[src/rtl/adder_pkg.sv]
// Shared types for the multi-precision add sequencer.
// FSM encoding and count-width helper.
package adder_pkg;

  localparam int STATE_W = 2;

  typedef enum logic [STATE_W-1:0] {
    ST_IDLE = 2'd0,
    ST_RUN  = 2'd1,
    ST_DONE = 2'd2
  } state_t;

  function automatic int clog2_min1(input int n);
    return (n <= 2) ? 1 : $clog2(n);
  endfunction

endpackage

[src/rtl/adder_bka_r2.sv]
// Radix-2 Brent-Kung adder: po = a + b + ci, WIDTH+1 bits.
// A 3:2 stage folds ci in so the prefix tree sees two operands.
module adder_bka_r2 #(
  parameter int WIDTH = 16
) (
  input  logic [WIDTH-1:0] a,
  input  logic [WIDTH-1:0] b,
  input  logic [WIDTH-1:0] ci,
  output logic [WIDTH:0]   po
);

  localparam int TOP = 1 << $clog2(WIDTH);

  logic [WIDTH-1:0] x, y, cs, g, c;

  assign x  = a ^ b ^ ci;
  assign cs = (a & b) | (a & ci) | (b & ci);
  assign y  = {cs[WIDTH-2:0], 1'b0};

  always_comb begin
    logic [WIDTH-1:0] gg, pp;
    gg = x & y;
    pp = x ^ y;
    for (int d = 1; d < WIDTH; d = d * 2) begin
      for (int i = 2*d-1; i < WIDTH; i = i + 2*d) begin
        gg[i] = gg[i] | (pp[i] & gg[i-d]);
        pp[i] = pp[i] & pp[i-d];
      end
    end
    for (int d = TOP / 2; d > 0; d = d / 2) begin
      for (int i = 3*d-1; i < WIDTH; i = i + 2*d) begin
        gg[i] = gg[i] | (pp[i] & gg[i-d]);
        pp[i] = pp[i] & pp[i-d];
      end
    end
    g = gg;
  end

  assign c  = {g[WIDTH-2:0], 1'b0};
  // cs MSB carries weight 2^WIDTH and lands directly on the top bit
  assign po = {g[WIDTH-1] ^ cs[WIDTH-1], x ^ y ^ c};

endmodule

[src/rtl/adder_mp_seq.sv]
// Multi-precision add sequencer over one shared WIDTH-bit core.
// Optional subtract port under ADDER_SUBTRACT_EN.
module adder_mp_seq
  import adder_pkg::*;
#(
  parameter int WIDTH = 16,
  parameter int WORDS = 4
) (
  input  logic                   clk,
  input  logic                   resetn,
  input  logic                   s_valid,
  output logic                   s_ready,
  input  logic [WIDTH*WORDS-1:0] s_a,
  input  logic [WIDTH*WORDS-1:0] s_b,
  input  logic                   s_ci,
`ifdef ADDER_SUBTRACT_EN
  input  logic                   s_sub,
`endif
  output logic                   m_valid,
  input  logic                   m_ready,
  output logic [WIDTH*WORDS-1:0] m_sum,
  output logic                   m_co,
  output logic                   busy
);

  localparam int N  = WIDTH * WORDS;
  localparam int CW = clog2_min1(WORDS);
  localparam logic [CW-1:0] LAST = CW'(WORDS - 1);

  state_t           state, state_nxt;
  logic [N-1:0]     op_a, op_b, sum_nxt;
  logic [CW-1:0]    cnt;
  logic             carry, carry_init, inv, last, accept;
  logic [WIDTH:0]   po;
  logic [WIDTH-1:0] core_b, core_ci;

  assign accept = (state == ST_IDLE) && s_valid;
  assign last   = (cnt == LAST);

  always_ff @(posedge clk or negedge resetn) begin
    if (!resetn) state <= ST_IDLE;
    else         state <= state_nxt;
  end

  always_comb begin
    state_nxt = state;
    unique case (state)
      ST_IDLE: if (s_valid) state_nxt = ST_RUN;
      ST_RUN:  if (last)    state_nxt = ST_DONE;
      ST_DONE: if (m_ready) state_nxt = ST_IDLE;
      default:              state_nxt = ST_IDLE;
    endcase
  end

  always_comb begin
    s_ready = 1'b0;
    m_valid = 1'b0;
    busy    = 1'b0;
    unique case (state)
      ST_IDLE: s_ready = 1'b1;
      ST_RUN:  busy    = 1'b1;
      ST_DONE: begin
        m_valid = 1'b1;
        busy    = 1'b1;
      end
      default: ;
    endcase
  end

`ifdef ADDER_SUBTRACT_EN
  logic sub_q;
  always_ff @(posedge clk or negedge resetn) begin
    if (!resetn)     sub_q <= 1'b0;
    else if (accept) sub_q <= s_sub;
  end
  assign inv        = sub_q;
  assign carry_init = s_sub | s_ci;
`else
  assign inv        = 1'b0;
  assign carry_init = s_ci;
`endif

  assign core_b  = op_b[WIDTH-1:0] ^ {WIDTH{inv}};
  assign core_ci = {{(WIDTH-1){1'b0}}, carry};

  adder_bka_r2 #(.WIDTH(WIDTH)) u_core (
    .a  (op_a[WIDTH-1:0]),
    .b  (core_b),
    .ci (core_ci),
    .po (po)
  );

  // result words enter at the top so word k ends at k*WIDTH
  if (WORDS == 1) begin : g_one
    assign sum_nxt = po[WIDTH-1:0];
  end else begin : g_multi
    assign sum_nxt = {po[WIDTH-1:0], m_sum[N-1:WIDTH]};
  end

  always_ff @(posedge clk or negedge resetn) begin
    if (!resetn) begin
      op_a  <= '0;
      op_b  <= '0;
      carry <= 1'b0;
      cnt   <= '0;
      m_sum <= '0;
      m_co  <= 1'b0;
    end else if (accept) begin
      op_a  <= s_a;
      op_b  <= s_b;
      carry <= carry_init;
      cnt   <= '0;
    end else if (state == ST_RUN) begin
      op_a  <= op_a >> WIDTH;
      op_b  <= op_b >> WIDTH;
      carry <= po[WIDTH];
      cnt   <= cnt + 1'b1;
      m_sum <= sum_nxt;
      if (last) m_co <= po[WIDTH];
    end
  end

endmodule
[config.mk]
export PLATFORM = sky130hd
export DESIGN_NAME = adder_mp_seq
export DESIGN_NICKNAME = d
export VERILOG_FILES = /design/src/rtl/adder_pkg.sv /design/src/rtl/adder_bka_r2.sv /design/src/rtl/adder_mp_seq.sv
export SDC_FILE = /design/constraint.sdc
export NUM_CORES = 1
export LEC_CHECK = 0
export ABC_AREA = 1
export CELL_PAD_IN_SITES_DETAIL_PLACEMENT = 2
export CELL_PAD_IN_SITES_GLOBAL_PLACEMENT = 2
export CORE_MARGIN = 2
export CORE_UTILIZATION = 33
export DETAILED_ROUTE_END_ITERATION = 16
export GPL_TIMING_DRIVEN = 0
export HOLD_SLACK_MARGIN = 0.06
export PLACE_DENSITY = 0.87
export SETUP_SLACK_MARGIN = 0.1
export SYNTH_ARGS = -nofsm -noshare
export SYNTH_HDL_FRONTEND = slang
export SYNTH_SLANG_ARGS = --single-unit
[constraint.sdc]
create_clock -name clk -period 5.49 [get_ports clk]
set_clock_uncertainty 0.2 [all_clocks]
set_input_delay 1.098 -clock clk [delete_from_list [all_inputs] [get_ports clk]]
set_output_delay 1.098 -clock clk [all_outputs]
set_load 0.005 [all_outputs]
# After elaboration in Yosys (flattened, before gate mapping)
# Cells that the tools add are included.
word_totals:
  regBits: 198
  output_inout_bits: 68
  elab_cells: 111
classes:
  add_sub_neg: 1
  eq_ne: 6
  mux: 15
  n_bitwise: 75
  reduce_logical: 7
op_table:
  columns: ["cell", "count"]
  rows:
  - ["64-bit 2-to-1 mux", 4]
  - ["16-bit XOR", 3]
  - ["1-bit bitwise AND", 37]
  - ["16-bit by 1-bit bitwise AND with 16-bit output", 2]
  - ["16-bit bitwise AND", 2]
  - ["16-bit OR", 2]
  - ["1-bit OR", 26]
  - ["16-bit by 1-bit XOR with 16-bit output", 1]
  - ["2-bit 2-to-1 mux", 5]
  - ["2-bit != test, second input constant", 3]
  - ["2-bit one-hot mux with 3 select lines", 1]
  - ["3-bit AND reduction", 2]
  - ["1-bit 2-to-1 mux", 5]
  - ["2-bit equality test, second input constant", 2]
  - ["2-bit by 1-bit adder with 2-bit output, second input constant", 1]
  - ["2-bit by 1-bit equality test with 1-bit output, second input constant", 1]
  - ["2-bit logical NOT", 1]
  - ["2-bit AND reduction", 1]
  - ["2-bit nonzero test", 1]
  - ["2-bit OR reduction", 1]
  - ["1-bit logical AND", 1]
  - ["1-bit inverter", 1]
  - ["1-bit XOR", 1]

# Depth between registers and ports, before layout
# Gate-level depths: netlist of the first run.
logic_depth:
  depth_word: 17
  mapped_depth: 14
  depth_no_buf: 14

# Hierarchy
# Synthesis of the first run repeated with hierarchy kept, for this count alone.
unflattened:
  hier_cells: 1079
  hier_area_um2: 9853.2
by_module_without_submodules:
  columns: ["mod", "n_inst", "cells_per_inst", "area_each_um2", "seq_area_each_um2"]
  rows:
  - ["adder_mp_seq", 1, 957, 8804.7, 4954.8]
  - ["adder_bka_r2", 1, 122, 1048.5, 0.0]

# Worst setup path after synthesis of the first run
# OpenSTA, ideal clock, no wires.
synth_timing:
  path_kind: "register to register"
  startpoint: "register op_a[0]"
  endpoint: "register m_sum[63]"
  setup_ps: 83
  arrival_time_ps: 2285
  required_ps: 5207
  path_slack_ps: 2923
  path_stages_with_launch: 15
  path_buffers: 0
  period_less_slack_ps: 2567
  path_cell_list: "dfrtp_1 inv_1 fa_1 inv_1 ha_1 nand2_1 nand2_1 nand3_1 nand2_1 inv_1 o21bai_1 a21oi_1 fa_1 xor2_1 o21ai_0"
synth_between:
  elab_chain_cells: 17
synth_lines:
  columns: ["item", "line", "text"]
  rows:
  - ["start: declaration", "adder_mp_seq.sv:31", "logic [N-1:0] op_a, op_b, sum_nxt;"]
  - ["start signal: assignment", "adder_mp_seq.sv:114", "op_a <= op_a >> WIDTH;"]
  - ["16-bit bitwise AND / 16-bit by 1-bit bitwise AND with 16-bit output (equally long branches)", "adder_bka_r2.sv:17", "assign cs = (a & b) | (a & ci) | (b & ci);"]
  - ["16-bit OR (2 in a row)", "adder_bka_r2.sv:17", null]
  - ["16-bit XOR", "adder_bka_r2.sv:23", "pp = x ^ y;"]
  - ["1-bit bitwise AND", "adder_bka_r2.sv:26", "gg[i] = gg[i] | (pp[i] & gg[i-d]);"]
  - ["1-bit OR *", "adder_bka_r2.sv:26", null]
  - ["1-bit bitwise AND *", "adder_bka_r2.sv:26", null]
  - ["1-bit OR *", "adder_bka_r2.sv:26", null]
  - ["1-bit bitwise AND *", "adder_bka_r2.sv:26", null]
  - ["1-bit OR *", "adder_bka_r2.sv:26", null]
  - ["1-bit bitwise AND *", "adder_bka_r2.sv:32", "gg[i] = gg[i] | (pp[i] & gg[i-d]);"]
  - ["1-bit OR *", "adder_bka_r2.sv:32", null]
  - ["1-bit bitwise AND *", "adder_bka_r2.sv:32", null]
  - ["1-bit OR *", "adder_bka_r2.sv:32", null]
  - ["1-bit bitwise AND *", "adder_bka_r2.sv:32", null]
  - ["1-bit OR *", "adder_bka_r2.sv:32", null]
  - ["16-bit XOR *", "adder_bka_r2.sv:41", "assign po = {g[WIDTH-1] ^ cs[WIDTH-1], x ^ y ^ c};"]
  - ["end signal: assignment", "adder_mp_seq.sv:118", "m_sum <= sum_nxt;"]
  - ["end: declaration", "adder_mp_seq.sv:21", "output logic [WIDTH*WORDS-1:0] m_sum,"]
# Mark *: on every way between the ends. The rest lies on a longest branch, timed or not.
# A chain may end at the register's enable or synchronous reset.

# Worst setup path in the final report of the first run
layout_timing:
  startpoint: "register op_a[5]"
  endpoint: "register m_sum[63]"
layout_between:
  elab_chain_cells: 15
layout_lines:
  columns: ["item", "line", "text"]
  rows:
  - ["16-bit bitwise AND (tied with other cells)", "adder_bka_r2.sv:17", null]
  - ["16-bit OR / 16-bit by 1-bit XOR with 16-bit output (equally long branches)", "adder_bka_r2.sv:17, adder_bka_r2.sv:16", null]
  - ["16-bit OR / 16-bit XOR (equally long branches)", "adder_bka_r2.sv:17, adder_bka_r2.sv:23", null]
  - ["16-bit bitwise AND (tied with other cells)", "adder_bka_r2.sv:22", "gg = x & y;"]
  - ["1-bit bitwise AND (tied with other cells)", "adder_bka_r2.sv:26", null]
  - ["1-bit OR (tied with other cells)", "adder_bka_r2.sv:26", null]
  - ["1-bit OR / 1-bit bitwise AND (equally long branches)", "adder_bka_r2.sv:26", null]
  - ["1-bit OR *", "adder_bka_r2.sv:26", null]
  - ["1-bit bitwise AND *", "adder_bka_r2.sv:32", null]
  - ["1-bit OR *", "adder_bka_r2.sv:32", null]
  - ["1-bit bitwise AND *", "adder_bka_r2.sv:32", null]
  - ["1-bit OR *", "adder_bka_r2.sv:32", null]
  - ["1-bit bitwise AND *", "adder_bka_r2.sv:32", null]
  - ["1-bit OR *", "adder_bka_r2.sv:32", null]
  - ["16-bit XOR *", "adder_bka_r2.sv:41", null]
# Marked as above.

==> impl_metrics.py, run 1 <==
metrics = {
    "floorplan": {
        "die_height_um": 168.8,
        "rows": 60,
        "coreArea_mm2": 0.02680,
        "die_w_um": 168.8,
        "die_area_mm2": 0.02851,
        "io_pins": 201,
        "initial_core_util_pct": 33.45,
    },
    "placed_design": {
        "dp.cells": 1496,
        "place_area_mm2": 0.01143,
        "dpl.hpwl_um": 23850,
        "gp_congestion": 0.7636,
        "dp_slack_ns": 2.309,
        "portBuffers": 200,
    },
    "sta": {
        "relSlewSlack_pct": 53.19,
        "fmax_mhz": 322.6,
        "hold_violations": 0,
        "period_minus_slack_ns": 3.100,
        "finalCritPeriodShare_pct": 56.46,
        "tightest_slew_ns": 0.7022,
        "setup_viol": 0,
        "final-max-slew-violation-count": 0,
        "fin_ws_ns": 2.390,
        "grt_setup_unrepaired": "no",
    },
    "layout": {
        "mostFrequentLayoutCells": "359 x nand2_1, 199 x clkdlybuf4s50_1, 198 x dfrtp_1",
        "finish.utilization_pct": 44.99,
        "layout-drive-gt1-share_pct": 7.582,
        "finalInstanceArea_mm2": 0.01206,
        "nets": 1349,
        "final_common_cell": "nand2_1",
        "fillCellCount": 2835,
        "area_delta_synth_final_pct": 34.47,
        "final_cells": 1529,
    },
    "pwr": {
        "power_density_mw_per_mm2": 599.6,
        "cellLeakagePower_nw": 5.691,
        "ir_drop_mv": 0.2515,
    },
    "worst_setup_path": {
        "reg2reg_depth": 12,
        "worstPathRequired_ns": 5.60,
        "crit_fanout": 3,
        "start_kind": "flip-flop",
        "path_class": "reg -> reg",
        "crit_arrival_ns": 3.21,
        "end_kind": "flip-flop",
    },
    "synth": {
        "ys_types": 27,
        "syn_area_per_cell_um2": 9.398,
        "yosysTopAreaCellShare_pct": 55.26,
        "synth-edff-count": 0,
        "synthTopCellsByArea": "dfrtp_1 55%, nand2_1 15%, o221ai_1 6.5%",
        "postSynthCellCount": 954,
        "syn_area_mm2": 0.008966,
        "ys_warn_count": 0,
        "async_reset_ff_share_pct": 100.0,
        "ys_seq_area_share_pct": 55.26,
        "synth-seq-cells": 198,
        "synth.largest_area_cell": "dfrtp_1",
        "synth_fp_nets": 1129,
        "synth_ff_type": "dfrtp_1",
    },
    "run_status": {
        "status": "finished, final reports clean",
    },
    "detailed_routing": {
        "wl_per_cell_um": 21.60,
        "wl_met1_um": 13440,
        "drt_iter0_markers": 426,
        "final_antenna_net_count": 0,
        "dr_wl_met3_um": 1330,
        "routed-via-count": 7777,
        "routed_wirelength_um": 33030,
        "drc": 0,
        "highest_layer": "met4",
        "met2_length_um": 17040,
        "firstDrtPassIters": 4,
        "vias_per_cell": 5.086,
    },
    "clocking": {
        "hold_buffers": 0,
        "clock_latency_ns": 0.46,
        "cts_buffer_depth": 2,
        "cts_tree": "built",
        "cts.repair.resized": 0,
        "root_buffer": "clkbuf_16",
        "cts_sinks": 198,
        "clk_pin_slew_worst_paths_ns": 0.08,
        "numCtsBuffers": 17,
        "post_cts_buffers": 0,
        "htree_levels": 4,
    },
    "global_routing": {
        "track_usage_pct": 24.07,
        "grt_max_degree": 113,
        "gr-total-overflow": 0,
        "grt_pass1_wl_um": 52030,
        "antenna_found_initial": 1,
        "grt_pass1_vias": 8900,
    },
    "worst_hold_path": {
        "min_path_cells": 2,
        "hold_path.class": "reg -> reg",
    },
    "job": {
        "maxCapViolations": 0,
    },
}
[final timing paths]
check,from,end,slack [ns]
max in group asynchronous,resetn,m_sum[49],3.66
worst max-delay path,op_a[5],m_sum[63],2.39
worst min register to register,m_sum[8],m_sum[8],0.28
worst max register to register,op_a[5],m_sum[63],2.39
min in group asynchronous,resetn,op_b[58],0.40
worst min-delay path,m_sum[8],m_sum[8],0.28
[metal layers]
layer / GRT usage, % / vias to the layer above
met5: 0 / -
met4: 9.708 / 0
met2: 43.03 / 240
met3: 3.577 / 67
li1: - / 3521
met1: 29.11 / 3949
[critical path, stage by stage (launching register included)]
cell      delay [ns]
dfrtp_1         0.45
ha_1            0.33
ha_1            0.36
nand2_1         0.12
nor2_1          0.11
nand3_1         0.09
nand2_1         0.14
inv_1           0.10
o21bai_1        0.19
a21oi_1         0.12
fa_1            0.44
xor2_1          0.18
o21ai_0         0.11
[cell families after synthesis]
family | count (synthesis) | synth area share, %
AND/OR/NAND/NOR | 373 | 15.82
flip-flops | 198 | 55.26
buffers and inverters | 180 | 8.164
AO/OA/AOI/OAI | 153 | 13.44
adder cells (fa/ha/maj) | 42 | 6.531
XOR/XNOR | 8 | 0.7815
[cells in the mapped netlist, types with 4 or more instances]
cell type,n
o211ai_1,10
a21oi_1,5
nand3_1,5
nand2_1,359
inv_1,125
xnor2_1,5
fa_1,8
o211ai_2,20
ha_1,34
inv_2,4
nor2_1,6
o21ai_0,45
dfrtp_1,198
clkbuf_1,19
buf_1,4
buf_2,24
o221ai_1,67
[area by class of cell]
class	count	area, um2	share of cell area (%)
Buffer	51	247.7	2.055
Tap cell	341	426.7	3.539
Timing Repair Buffer	201	2034	16.87
Clock inverter	15	201.4	1.671
Sequential cell	198	4955	41.10
Multi-Input combinational cell	576	3279	27.20
Clock buffer	17	425.4	3.528
Antenna cell	1	2.502	0.02076
Inverter	129	484.2	4.016
[stage by stage]
stage	total power [mW]	hold WS (ns)	setup TNS [ns]
5_1_grt	7.757	0.3063	0
3_5_place_dp	5.798	0.2618	0
4_1_cts	7.294	0.2822	0
6_report	7.229	0.2781	0
2_1_floorplan	4.311	0.2645	0
3_3_place_gp	5.508	0.2523	-1017.54
[state kept, by name (all words and copies together), names as in the netlist]
register / cells
carry: 1
op_a: 64
cnt: 2
m_sum: 64
m_co: 1
op_b: 64
state: 2
[report_power, final]
| group | total, mW | switching, mW | leakage [nW] | internal [mW] |
|---|---|---|---|---|
| Combinational | 3.38 | 2.05 | 2.87 | 1.33 |
| Sequential | 2.52 | 0.400 | 2.52 | 2.12 |
| Clock | 1.33 | 0.699 | 0.302 | 0.631 |
No activity file was read; power rests on OpenSTA's default activity.
==> run 2, diff against run 1 <==
--- a/config.mk
+++ b/config.mk
@@ -9,11 +9,11 @@
 export CELL_PAD_IN_SITES_DETAIL_PLACEMENT = 2
 export CELL_PAD_IN_SITES_GLOBAL_PLACEMENT = 2
 export CORE_MARGIN = 2
-export CORE_UTILIZATION = 33
+export CORE_UTILIZATION = 28
 export DETAILED_ROUTE_END_ITERATION = 16
 export GPL_TIMING_DRIVEN = 0
 export HOLD_SLACK_MARGIN = 0.06
-export PLACE_DENSITY = 0.87
+export PLACE_DENSITY = 0.79
 export SETUP_SLACK_MARGIN = 0.1
 export SYNTH_ARGS = -nofsm -noshare
 export SYNTH_HDL_FRONTEND = slang
==> constraint.sdc (replaced) <==
create_clock -name clk -period 2.6 [get_ports clk]
set_clock_uncertainty 0.2 [all_clocks]
set_input_delay 0.52 -clock clk [delete_from_list [all_inputs] [get_ports clk]]
set_output_delay 0.52 -clock clk [all_outputs]
set_load 0.005 [all_outputs]
==> run 2 against run 1 <==
Against the previous run: global-route usage shrank 4.9 points; first-iteration DRC count grew 15%; combinational power grew 140%; critical endpoint is now m_sum[62]; largest power group unchanged.
==> impl_metrics.py, run 2 (synthesized netlist as in run 1, its figures left out) <==
metrics = {
    "global_routing": {
        "antenna_found_initial": 5,
        "gr-total-overflow": 0,
        "track_usage_pct": 19.20,
        "grt_pass1_wl_um": 49290,
        "grt_pass1_vias": 8572,
        "grt_max_degree": 76,
    },
    "pwr": {
        "ir_drop_mv": 0.6053,
        "p_total_mw": 16.31,
        "cellLeakagePower_nw": 5.810,
        "power_density_mw_per_mm2": 1289,
    },
    "clocking": {
        "numCtsBuffers": 17,
        "root_buffer": "clkbuf_16",
        "clock_latency_ns": 0.46,
        "clk_pin_slew_worst_paths_ns": 0.09,
        "htree_levels": 4,
        "cts_sinks": 198,
        "cts_buffer_depth": 2,
        "cts_tree": "built",
    },
    "worst_setup_path": {
        "end_kind": "flip-flop",
        "worstPathRequired_ns": 2.72,
        "reg2reg_depth": 11,
        "worstPathCellList": "ha_4 -> ha_4 -> nand2_4 -> nor2_4 -> nand3_4 -> nand2_4 -> inv_4 -> o21bai_4 -> a21oi_2 -> fa_2 -> o21ai_2",
        "crit_fanout": 3,
        "crit_buf_inv": 1,
        "max_stage_delay_ns": 0.54,
        "crit_path_top_delay_cell": "fa_2",
        "r2r-end": "m_sum[62]",
        "path_class": "reg -> reg",
        "reg2reg_slack_ns": 0.02,
        "regToRegStartpoint": "op_b[5]",
        "critPathTopFamily": "adder cells",
        "crit_arrival_ns": 2.70,
        "start_kind": "flip-flop",
    },
    "placed_design": {
        "place_area_mm2": 0.01157,
        "portBuffers": 200,
        "dpl.hpwl_um": 23220,
        "gp_congestion": 0.7970,
        "dp.cells": 1558,
        "dp_slack_ns": -0.2384,
    },
    "worst_hold_path": {
        "whs_endpoint": "m_sum[4]",
        "hold_start": "m_sum[4]",
        "hold_path.class": "reg -> reg",
        "min_path_cells": 2,
    },
    "detailed_routing": {
        "routed-via-count": 7591,
        "drt_iter0_markers": 488,
        "wl_per_cell_um": 19.63,
        "drc": 0,
        "firstDrtPassIters": 4,
        "final_antenna_net_count": 0,
        "routed_wirelength_um": 31530,
        "vias_per_cell": 4.727,
    },
    "layout": {
        "finalInstanceArea_mm2": 0.01266,
        "fillCellCount": 3393,
        "mostFrequentLayoutCells": "348 x nand2_1, 198 x clkdlybuf4s50_1, 191 x dfrtp_1",
        "final_common_cell": "nand2_1",
        "reg.largest.list": "m_sum: 64 flops, op_a: 64 flops, op_b: 64 flops",
        "layout-drive-gt1-share_pct": 13.47,
        "finish.utilization_pct": 40.12,
        "regArea_mm2": 0.004964,
        "nets": 1365,
        "area_delta_synth_final_pct": 41.21,
        "final_cells": 1606,
        "multiInputGateArea_mm2": 0.003632,
    },
    "sta": {
        "relSlewSlack_pct": 58.46,
        "setup_tns_ns": 0,
        "period_minus_slack_ns": 2.576,
        "fin_ws_ns": 0.02402,
        "hold_violations": 0,
        "setup_viol": 0,
        "tightest_slew_ns": 0.6231,
        "fmax_mhz": 388.2,
        "final-max-slew-violation-count": 0,
        "hold_slack_ns": 0.2757,
        "grt_setup_unrepaired": "yes",
        "finalCritPeriodShare_pct": 99.08,
    },
    "job": {
        "maxCapViolations": 0,
    },
    "floorplan": {
        "coreArea_mm2": 0.03156,
        "initial_core_util_pct": 28.41,
        "die_w_um": 182.9,
        "io_pins": 201,
        "rows": 65,
        "die_area_mm2": 0.03347,
        "die_height_um": 182.9,
    },
    "run_status": {
        "status": "finished, final reports clean",
    },
}
[run 2: cell count changes in the layout (fill, tap and decap cells not counted), moves of 6 or more]
cell     change
nand2_1     -11
ha_1        -17
inv_2        +6
nand2_2      +6
o21ai_1      +6
ha_4        +16
inv_1        -7
buf_4       +14
o21ai_0      -7
dfrtp_2      +7
dfrtp_1      -7
[run 2: report_power, final]
group / leakage, nW / total [mW] / internal (mW) / switching (mW)
clock network: 0.310 / 2.90 / 1.37 / 1.54
logic: 2.99 / 8.11 / 3.51 / 4.60
registers: 2.51 / 5.31 / 4.48 / 0.827
[run 2: final cells by class]
type                            instances  share of cell area, %
Antenna cell                            1                0.01976
Tap cell                              402                  3.973
Clock buffer                           17                  3.360
Inverter                              129                  3.844
Sequential cell                       198                  39.20
Clock inverter                         15                  1.739
Multi-Input combinational cell        576                  28.69
Timing Repair Buffer                  217                  17.22
Buffer                                 51                  1.957
[run 2: how the worst max path moves through the flow]
stage / from / to / slack [ns] / cells after the start
after CTS: op_a[5] / m_sum[62] / -0.003 / 11
after floorplan: op_b[7] / m_sum[60] / 0.10 / 11
after global placement: resetn / m_sum[2] / -7.73 / 1
final: op_b[5] / m_sum[62] / 0.02 / 11
after global routing: carry / m_sum[61] / -0.06 / 14
after detailed placement: op_a[4] / m_sum[60] / -0.24 / 11
[run 2: routing by layer]
metal	part of all wire [%]	track usage (%)	routed length [um]	up-vias
li1	-	-	-	3554
met1	44	24.12	13750	3784
met2	50	33.44	15700	203
met3	4.2	3.971	1338	42
met4	2.2	5.408	690	8
met5	0.18	0	57	-
[run 2: tightest hold or removal path, stage by stage (launching register included)]
cell and delay, ns:
dfrtp_1 0.35, nand2_1 0.05, nand2_1 0.04
[run 2: repair_timing]
item,CTS,global route
hold endpoints to repair,56,0
hold buffers,1,0
buffers inserted,4,10
endpoints found under the setup margin,11,10
pin swaps,14,19
gates resized for setup,35,35
cloned,0,0
